`config.mk`:
```
export PLATFORM = sky130hd
export DESIGN_NAME = cond_unit
export DESIGN_NICKNAME = d
export VERILOG_FILES = /design/src/rtl/cond_pkg.sv /design/src/rtl/cond_eval.sv /design/src/rtl/cond_unit.sv
export SDC_FILE = /design/constraint.sdc
export NUM_CORES = 1
export LEC_CHECK = 0
export BUFFER_PORTS_ARGS = -buffer_cell sky130_fd_sc_hd__buf_2
export CAP_MARGIN = 10
export CORE_MARGIN = 5
export CORE_UTILIZATION = 45
export CTS_BUF_LIST = sky130_fd_sc_hd__clkbuf_16
export DETAILED_ROUTE_END_ITERATION = 12
export PLACE_DENSITY_LB_ADDON = 0.15
export SETUP_SLACK_MARGIN = 0.02
export SYNTH_ARGS = -nofsm -noshare
export SYNTH_HDL_FRONTEND = slang
export SYNTH_SLANG_ARGS = --single-unit
```
`constraint.sdc`:
```
create_clock -name clk -period 2.86 [get_ports clk]
set_clock_uncertainty 0.2 [all_clocks]
set_input_delay 0.286 -clock clk [delete_from_list [all_inputs] [get_ports clk]]
set_output_delay 0.286 -clock clk [all_outputs]
set_load 0.1 [all_outputs]
```
`src/rtl/cond_pkg.sv`:
```
// Shared types for condition evaluation: condition-code enum, flag layout and flag-bank word.
package cond_pkg;

  typedef enum logic [3:0] {
    EQ = 4'b0000, NE = 4'b0001, CS = 4'b0010, CC = 4'b0011,
    MI = 4'b0100, PL = 4'b0101, VS = 4'b0110, VC = 4'b0111,
    HI = 4'b1000, LS = 4'b1001, GE = 4'b1010, LT = 4'b1011,
    GT = 4'b1100, LE = 4'b1101, AL = 4'b1110, NV = 4'b1111
  } cond_e;

  localparam int FLAG_N = 3;
  localparam int FLAG_Z = 2;
  localparam int FLAG_C = 1;
  localparam int FLAG_V = 0;

  typedef logic [3:0] flags_t;

endpackage

```
`src/rtl/cond_eval.sv`:
```
// Combinational condition evaluator: 16-code condition field against one NZCV flag word.
module cond_eval
  import cond_pkg::*;
(
  input  cond_e  cond,
  input  flags_t flags,
  output logic   cond_ex
);

  logic n, z, c, v;

  always_comb begin
    n = flags[FLAG_N];
    z = flags[FLAG_Z];
    c = flags[FLAG_C];
    v = flags[FLAG_V];
  end

  always_comb begin
    cond_ex = 1'b0;
    case (cond)
      EQ: cond_ex = z;
      NE: cond_ex = !z;
      CS: cond_ex = c;
      CC: cond_ex = !c;
      MI: cond_ex = n;
      PL: cond_ex = !n;
      VS: cond_ex = v;
      VC: cond_ex = !v;
      HI: cond_ex = c && !z;
      LS: cond_ex = !c || z;
      GE: cond_ex = (n == v);
      LT: cond_ex = (n != v);
      GT: cond_ex = !z && (n == v);
      LE: cond_ex = z || (n != v);
      AL: cond_ex = 1'b1;
      NV: cond_ex = 1'b0;
      default: cond_ex = 1'b0;
    endcase
  end

endmodule

```
`src/rtl/cond_unit.sv`:
```
// Conditional-execution unit: banked NZCV flags, condition gating of controls, one-stage
// output register with stall and flush.
module cond_unit
  import cond_pkg::*;
#(
  parameter int NUM_SETS = 2,
  parameter int SEL_W    = (NUM_SETS > 1) ? $clog2(NUM_SETS) : 1
) (
  input  logic             clk,
  input  logic             reset,
  input  logic             valid_i,
  input  logic [3:0]       cond_i,
  input  logic [SEL_W-1:0] set_sel_i,
  input  logic [3:0]       alu_flags_i,
  input  logic [1:0]       flag_w_i,
  input  logic             reg_write_i,
  input  logic             mem_write_i,
  input  logic             pc_src_i,
  input  logic             stall_i,
  input  logic             flush_i,
  output logic             valid_o,
  output logic             cond_ex_o,
  output logic             reg_write_o,
  output logic             mem_write_o,
  output logic             pc_src_o,
  output logic [3:0]       flags_o
);

  flags_t           banks [NUM_SETS];
  logic [SEL_W-1:0] sel;
  flags_t           cur_flags;
  logic             cond_ex;
  logic             admit;
  logic             live;
  logic             pass;

  // Selects beyond the implemented banks alias bank 0.
  always_comb begin
    sel = set_sel_i;
    if (int'(set_sel_i) >= NUM_SETS) sel = '0;
  end

  always_comb begin
    cur_flags = '0;
    for (int unsigned i = 0; i < NUM_SETS; i++) begin
      if (sel == SEL_W'(i)) cur_flags = banks[i];
    end
  end

  assign flags_o = cur_flags;

  cond_eval u_eval (
    .cond    (cond_e'(cond_i)),
    .flags   (cur_flags),
    .cond_ex (cond_ex)
  );

  always_comb begin
    admit = valid_i && !flush_i;
    live  = admit && !stall_i;
    pass  = live && cond_ex;
  end

  // Bank writes land at the edge, so a same-cycle read always sees the pre-update value.
  always_ff @(posedge clk) begin
    if (reset) begin
      for (int unsigned i = 0; i < NUM_SETS; i++) banks[i] <= '0;
      valid_o     <= 1'b0;
      cond_ex_o   <= 1'b0;
      reg_write_o <= 1'b0;
      mem_write_o <= 1'b0;
      pc_src_o    <= 1'b0;
    end else if (!stall_i) begin
      valid_o     <= admit;
      cond_ex_o   <= admit && cond_ex;
      reg_write_o <= pass && reg_write_i;
      mem_write_o <= pass && mem_write_i;
      pc_src_o    <= pass && pc_src_i;
      for (int unsigned i = 0; i < NUM_SETS; i++) begin
        if (pass && sel == SEL_W'(i)) begin
          if (flag_w_i[1]) begin
            banks[i][FLAG_N] <= alu_flags_i[FLAG_N];
            banks[i][FLAG_Z] <= alu_flags_i[FLAG_Z];
          end
          if (flag_w_i[0]) begin
            banks[i][FLAG_C] <= alu_flags_i[FLAG_C];
            banks[i][FLAG_V] <= alu_flags_i[FLAG_V];
          end
        end
      end
    end
  end

endmodule

```
# == Word level (Yosys, flattened, before mapping) ==
# Memory sizes are Yosys's and may differ from the RTL's.
# Cells that the tools add are included.
# Widths: inputs -> output; s select.
# totals
mem_count,1
input_bits,19
word_cells,82
register_bits,5
out_inout_bits,9
ramBits,8
# op_classes
mux,30
bitwise,9
n_eq_ne,17
n_reduce_logical,20
# memory_table
memory,words,width,rd,rd_clocked_by_memory_dff,write_ports,line,source
banks,2,4,2,0,2,cond_unit.sv:29,flags_t banks [NUM_SETS];
# ops
operator,count
$eq 4x4->1 const B,8
$mux 1,28
$eq 4x3->1 const B,4
$pmux 1 s16,1
$logic_and 1x1->1,11
$eq 4x2->1 const B,2
$or 1x1->1,8
$logic_not 1->1,6
$eq 4x1->1 const B,1
$logic_not 4->1,1
$mux 4,1
$logic_or 1x1->1,2
$eq 1x1->1,1
$ne 1x1->1,1
$not 1->1,1

# == Longest topological paths before layout ==
# Gate-level depths: netlist of run 1.
# An unclocked memory read counts as a cell.
# logic_depth
depth_word,12
mapped_depth,6

# == Hierarchy ==
# From an unflattened synthesis of run 1, not the netlist that was laid out.
# hier_totals
cells_unflattened,79
area_unflattened_um2,794.5
# by_module_without_submodules
mod,instances,seq_area_each_um2,area_per_inst_um2,cells_each
cond_unit,1,340.3,639.4,56
cond_eval,1,0.0,155.1,23

# == Least setup slack after synthesis of run 1 ==
# No wires, ideal clock.
# synth_timing
kind,input to register
from,input set_sel_i
to,memory banks[0][0] in the netlist's numbering (enable)
t_arrival_ns,2.032
stages,5
n_path_buf,1
path_slack_ns,0.291
cell_sequence,mux2i_1 > inv_1 > o21ai_1 > clkbuf_1 > o41ai_2
# synth_lines
item,line,source
from (decl),cond_unit.sv:13,"input logic [SEL_W-1:0] set_sel_i,"
to (decl),cond_unit.sv:29,

==> results of run 1 <==
worst max-delay path: stages, from the launching register on:
cell and delay (ns):
edfxtp_1 0.43, mux4_2 0.51, nor3_1 0.16, a31oi_1 0.08, o22ai_2 0.61, o41ai_1 0.21
layout by cell type, fill, tap and decap left out, drive strengths merged:
cell type,synthesis,routed
xnor2,2,2
nand3,3,3
or4,1,1
clkbuf,2,3
a31oi,1,1
nand3b,1,1
nor3b,2,2
nand2b,4,4
mux2,3,3
or3,1,1
nor2b,3,3
mux2i,3,3
nor3,2,2
inv,3,4
o41ai,9,9
nand4,1,1
dfxtp,5,5
nand2,8,8
xor2,2,2
o21ai,3,3
nor2,1,1
nor4,7,7
o211ai,2,2
mux4,1,1
edfxtp,8,8
a21oi,2,2
o221ai,1,1
o22ai,1,1
buf,3,30
stage by stage:
| stage | cells | utilization (%) | hold WS [ns] | power (mW) |
|---|---|---|---|---|
| after global placement | 137 | 54.5 | 0.227 | 0.345 |
| after CTS | 141 | 58.6 | 0.0946 | 0.602 |
| after detailed placement | 137 | 54.5 | 0.233 | 0.347 |
| after floorplan | 85 | - | 0.158 | 0.312 |
| after global routing | 141 | 58.6 | 0.100 | 0.625 |
| final | 141 | 58.6 | 0.0938 | 0.601 |
cell type report:
| class | instances | share of cell area [%] |
|---|---|---|
| Clock inverter | 1 | 0.337 |
| Clock buffer | 3 | 6.73 |
| Sequential cell | 13 | 30.5 |
| Timing Repair Buffer | 30 | 14.1 |
| Inverter | 3 | 1.01 |
| Tap cell | 27 | 3.03 |
| Multi-Input combinational cell | 64 | 44.2 |
routing by layer:
layer	share of wire (%)	GRT usage [%]
met1	46	20.7
met2	43	23.6
met3	8.8	4.99
met4	1.8	7.47
met5	0	0
report_power, final:
| group | total [mW] | switching [mW] | internal, mW | leakage (nW) |
|---|---|---|---|---|
| logic | 0.135 | 0.0930 | 0.0420 | 0.286 |
| clock network | 0.257 | 0.0726 | 0.184 | 0.0423 |
| registers | 0.210 | 0.00362 | 0.206 | 0.124 |
| total | 0.601 | 0.169 | 0.432 | 0.452 |
registers in the layout, indices dropped and copies added (netlist names):
signal / flops
banks: 8
cond_ex_o: 1
mem_write_o: 1
pc_src_o: 1
reg_write_o: 1
valid_o: 1
cells by family (layout without fill, tap and decap cells):
group / Yosys count / count (layout) / share of synthesized area (%)
DFF: 13 / 13 / 39.0
AOI/OAI and AO/OA: 19 / 19 / 20.1
muxes: 7 / 7 / 10.7
buffers and inverters: 8 / 37 / 4.58
xor gates and xnor gates: 4 / 4 / 4.01
and+or+nand+nor: 34 / 34 / 21.6
worst max path at each step:
stage | from | endpoint | slack, ns | cells past startpoint
after global placement | set_sel_i | banks[1][3] | 0.30 | 7
after detailed placement | set_sel_i | banks[1][0] | 0.23 | 5
after CTS | banks[1][0] | banks[1][0] | 0.40 | 4
after global routing | banks[1][0] | banks[1][0] | 0.33 | 4
after floorplan | set_sel_i | banks[0][0] | 0.29 | 5
final | banks[1][0] | banks[1][0] | 0.40 | 5
==> metrics, run 1 <==
outcome completed; H-tree lvl count 1; largest area contributor in the netlist edfxtp_1; clock tree buffer depth 2; share of cells above drive strength 1 37.7%; Die Wd 54.1 um; final setup TNS 0 ns; R2R cell count 5; CTS tree yes; Yosys cell types 34; Reg clk slew, reported paths 0.04 ns; Inserted Clock Buffers 3; post-synth top area share 27.5%; Post-DP HPWL 1.50 mm; die area 2920 sq um; peak supply drop 0.000324 V; top post-synthesis cells by count edfxtp_1, nand2_1, nor4_1; Tightest Hold Check Type in -> reg; Clock Latency Late Sink 0.24 ns; Post-DP Area 1040 sq um; Async SR Flop Fraction 0%; CP startpoint kind register; design area 1110 sq um; Final period util 86.0%; WHS Path Cells 3; RD Place Congestion 0.702; grt ovf 0; CTS hold repair buffers 0; die height 54.1 um; leading cell types by total area after synthesis edfxtp_1, dfxtp_1, o41ai_1, o41ai_2, nor4_1; Synth warnings 0; Final min period 2.46 ns; R2R Path Start banks[1][0]; Mean Syn Cell Area 10.3 sq um; initial antenna violation count 0; R2R Setup Slk 0.40 ns; # setup viols final 0; vias per cell 5.59; via count 788; CP Class reg -> reg; per-cell routed wire length 14.0 um; crit path max fanout 16; #FFs+latches synth 13; Hold Path End mem_write_o; initial core utilization 45.9%; Ports 28; clk sinks 13; Nets 134; sequential area share after synthesis 39.0%; post-CTS setup buffers 0; FP Rows 16; Mapped Nets 104; Cells after Synth 85; WP data required 2.63 ns; number of flops mapped to enable cells by yosys 8; Critical Path AT 2.23 ns; total track usage 15.8%; Pre-Repair DR Iteration Count 4; FMAX 0.407 GHz; Multi-input gate area 493 sq um; Fin. Hold Viols 0; core area 1900 sq um; Synth Cell Area 873 sq um; global-route wire length before repair 3.30 mm; Slew Viols, Final 0; Area growth syn-to-layout 27.7%; largest net degree at the start of global routing 17; fillers 177; residual DRC count 0; unrepaired setup endpoints after global routing false; pre-CTS setup slack 0.230 ns; antenna cells 0; PD cells 539 nW/um^2; Worst-Margin Slew 0.742 ns; Detail Route Antenna Nets 0; Worst setup EP type register; r2r endpoint banks[1][0]; Post-CTS Resized 0; Initial DRC Count 14; Min-Delay Startpoint mem_write_i; Port Buffers 27; Leak 0.452 nW; max_cap viols 0; Register Area 340 sq um; vias in the first global route 726; Final WS setup 0.401 ns; clock root cell clkbuf_16; Post-Route WL 1.98 mm; predominant post-synthesis flop cell edfxtp_1; Rel. slew slack 50.5%
Note: power is estimated with default switching activity, not from simulation.
==> run 2, diff against run 1 <==
--- a/config.mk
+++ b/config.mk
@@ -5,14 +5,14 @@
 export SDC_FILE = /design/constraint.sdc
 export NUM_CORES = 1
 export LEC_CHECK = 0
-export BUFFER_PORTS_ARGS = -buffer_cell sky130_fd_sc_hd__buf_2
 export CAP_MARGIN = 10
 export CORE_MARGIN = 5
 export CORE_UTILIZATION = 45
 export CTS_BUF_LIST = sky130_fd_sc_hd__clkbuf_16
 export DETAILED_ROUTE_END_ITERATION = 12
+export DONT_BUFFER_PORTS = 1
 export PLACE_DENSITY_LB_ADDON = 0.15
-export SETUP_SLACK_MARGIN = 0.02
 export SYNTH_ARGS = -nofsm -noshare
 export SYNTH_HDL_FRONTEND = slang
 export SYNTH_SLANG_ARGS = --single-unit
+export TNS_END_PERCENT = 20
==> metrics, run 2 (synthesis gave the netlist of run 1 again) <==
cell count after placement 112 (-18%); worst-path cell chain mux4_2 > a21oi_1 > o22ai_2 > o41ai_1; Critical Path AT 2.12 ns (-0.11 ns); Initial DRC Count 15 (+1); initial core utilization 45.9% (unchanged); grt ovf 0 (unchanged); P_int 0.426 mW (-1.2%); Final WS setup 0.425 ns (+0.0239 ns); initial antenna violation count 0 (unchanged); Leak 0.369 nW (-18%); final setup TNS 0 ns (unchanged); PD cells 553 nW/um^2 (+2.6%); antenna cells 0 (unchanged); RD Place Congestion 0.705 (+0.56%); crit path max fanout 16 (unchanged); sequential power share 38.7% (+3.8 points); Clock Latency Late Sink 0.24 ns (about the same); Multi-input gate area 493 sq um (unchanged); Final period util 85.2% (-0.84 points); largest stage delay on the critical path 0.53 ns (-0.08 ns); outcome finished, violations left; die area 2920 sq um (unchanged); Slowest-stage cell, CP o41ai_1; Pre-Repair DR Iteration Count 4 (unchanged); Slew Viols, Final 0 (unchanged); clk sinks 13 (unchanged); R2R Setup Slk 0.42 ns (+0.02 ns); Reg clk slew, reported paths 0.04 ns (about the same); vias in the first global route 710 (-2.2%); unrepaired setup endpoints after global routing false; worst hold slack -0.00170 ns (-0.0955 ns); crit-path leading delay family compound AO/OA/AOI/OAI gates; Non-Filler Instances 121 (-14%); peak supply drop 0.000322 V (-0.47%); fillers 182 (+2.8%); Die Wd 54.1 um (unchanged); R2R Path Start banks[1][0]; Hold Path End mem_write_o; max_cap viols 0 (unchanged); max reg flops 8 (unchanged); post-CTS setup buffers 0 (unchanged); CP startpoint kind register; share of cells above drive strength 1 19.1% (-19 points); FMAX 0.411 GHz (+0.98%); # setup viols final 0 (unchanged); Register Area 340 sq um (unchanged); Rel. slew slack 34.8% (-16 points); failing checks hold timing; Worst setup EP type register; Inserted Clock Buffers 3 (unchanged); vias per cell 5.99 (+7.2%); die height 54.1 um (unchanged); clock root cell clkbuf_16; Final min period 2.44 ns (-0.0239 ns); Clock power frac 43.5% (+0.8 points); most flop-heavy register banks; via count 725 (-8.0%); CP bufs+invs 0 (unchanged); Net Sw Power 0.151 mW (-11%); Port Buffers 0 (-100%); core area 1900 sq um (unchanged); Nets 114 (-15%); total track usage 15.0% (-0.89 points); FP Rows 16 (unchanged); Min-Delay Startpoint mem_write_i; Area growth syn-to-layout 19.6%; clock tree buffer depth 2 (unchanged); largest net degree at the start of global routing 17 (unchanged); pre-CTS setup slack 0.436 ns (+0.206 ns); Fin. Hold Viols 1 (+1); WHS Path Cells 2 (-1); per-cell routed wire length 16.2 um (+15%); H-tree lvl count 1 (unchanged); Post-Route WL 1.96 mm (-0.91%); Post-DP HPWL 1.48 mm (-1.3%); Detail Route Antenna Nets 0 (unchanged); Tightest Hold Check Type in -> reg; switching share of power 26.2% (-2.0 points); CP Class reg -> reg; global-route wire length before repair 3.10 mm (-6.1%); residual DRC count 0 (unchanged); Worst-Margin Slew 0.976 ns (+0.234 ns); CTS tree yes; combinational group share of total power 17.8% (-4.7 points); r2r endpoint banks[1][0]; Ports 28 (unchanged); WP data required 2.54 ns (-0.09 ns); R2R cell count 4 (-1); commonest cells after routing, fill and taps aside nand2_1, edfxtp_1, nor4_1
==> run 2: worst max-delay path by stage <==
stage / start / endpoint / slack, ns / cells past startpoint
after floorplan: set_sel_i / banks[0][0] / 0.29 / 5
after global placement: banks[1][0] / banks[1][0] / 0.46 / 4
after detailed placement: banks[1][0] / banks[1][1] / 0.44 / 4
after CTS: banks[0][0] / banks[1][0] / 0.43 / 4
after global routing: banks[0][0] / banks[1][0] / 0.26 / 4
final: banks[1][0] / banks[1][0] / 0.42 / 4
==> run 2: final cells by class <==
class,instances,share of cell area [%]
flip-flops and latches,13,32.6
clock buffers,3,7.19
repair buffers,10,8.38
multi-input cells,64,47.2
clock inverters,1,0.359
well taps,27,3.23
inverters,3,1.08
==> run 2: worst register-to-register path: stages (launching register included) <==
cell and delay [ns]:
edfxtp_1 0.41, mux4_2 0.50, a21oi_1 0.19, o22ai_2 0.24
o41ai_1 0.53
==> run 2: power groups by stage <==
stage	logic, mW	clock network (mW)	registers [mW]
after floorplan	0.0865	0	0.226
after global placement	0.0963	0	0.226
after detailed placement	0.0971	0	0.227
after CTS	0.103	0.257	0.224
after global routing	0.110	0.264	0.224
final	0.103	0.251	0.224
==> run 2: per-stage QoR <==
stage	hold WS, ns	utilization (%)	instance area [sq um]	power, mW
floorplan	0.158	-	873	0.312
global placement	0.161	48.2	916	0.323
detailed placement	0.164	48.2	916	0.324
CTS	0.000839	54.9	1040	0.583
global route	0.0232	54.9	1040	0.599
finish	-0.00170	54.9	1040	0.578
==> run 2: metal layers <==
metal	GRT usage, %	up-vias	part of all wire, %
met5	0	-	0
met4	6.22	0	1.2
met3	3.60	4	8.9
met2	24.0	29	46
met1	19.1	333	43
li1	-	359	-
==> run 2: repair_timing <==
item / in CTS / in global routing
hold endpoints to repair: 4 / 0
endpoints found under the setup margin: 0 / 0
hold buffers: 5 / 0
gates resized for setup: 0 / 0
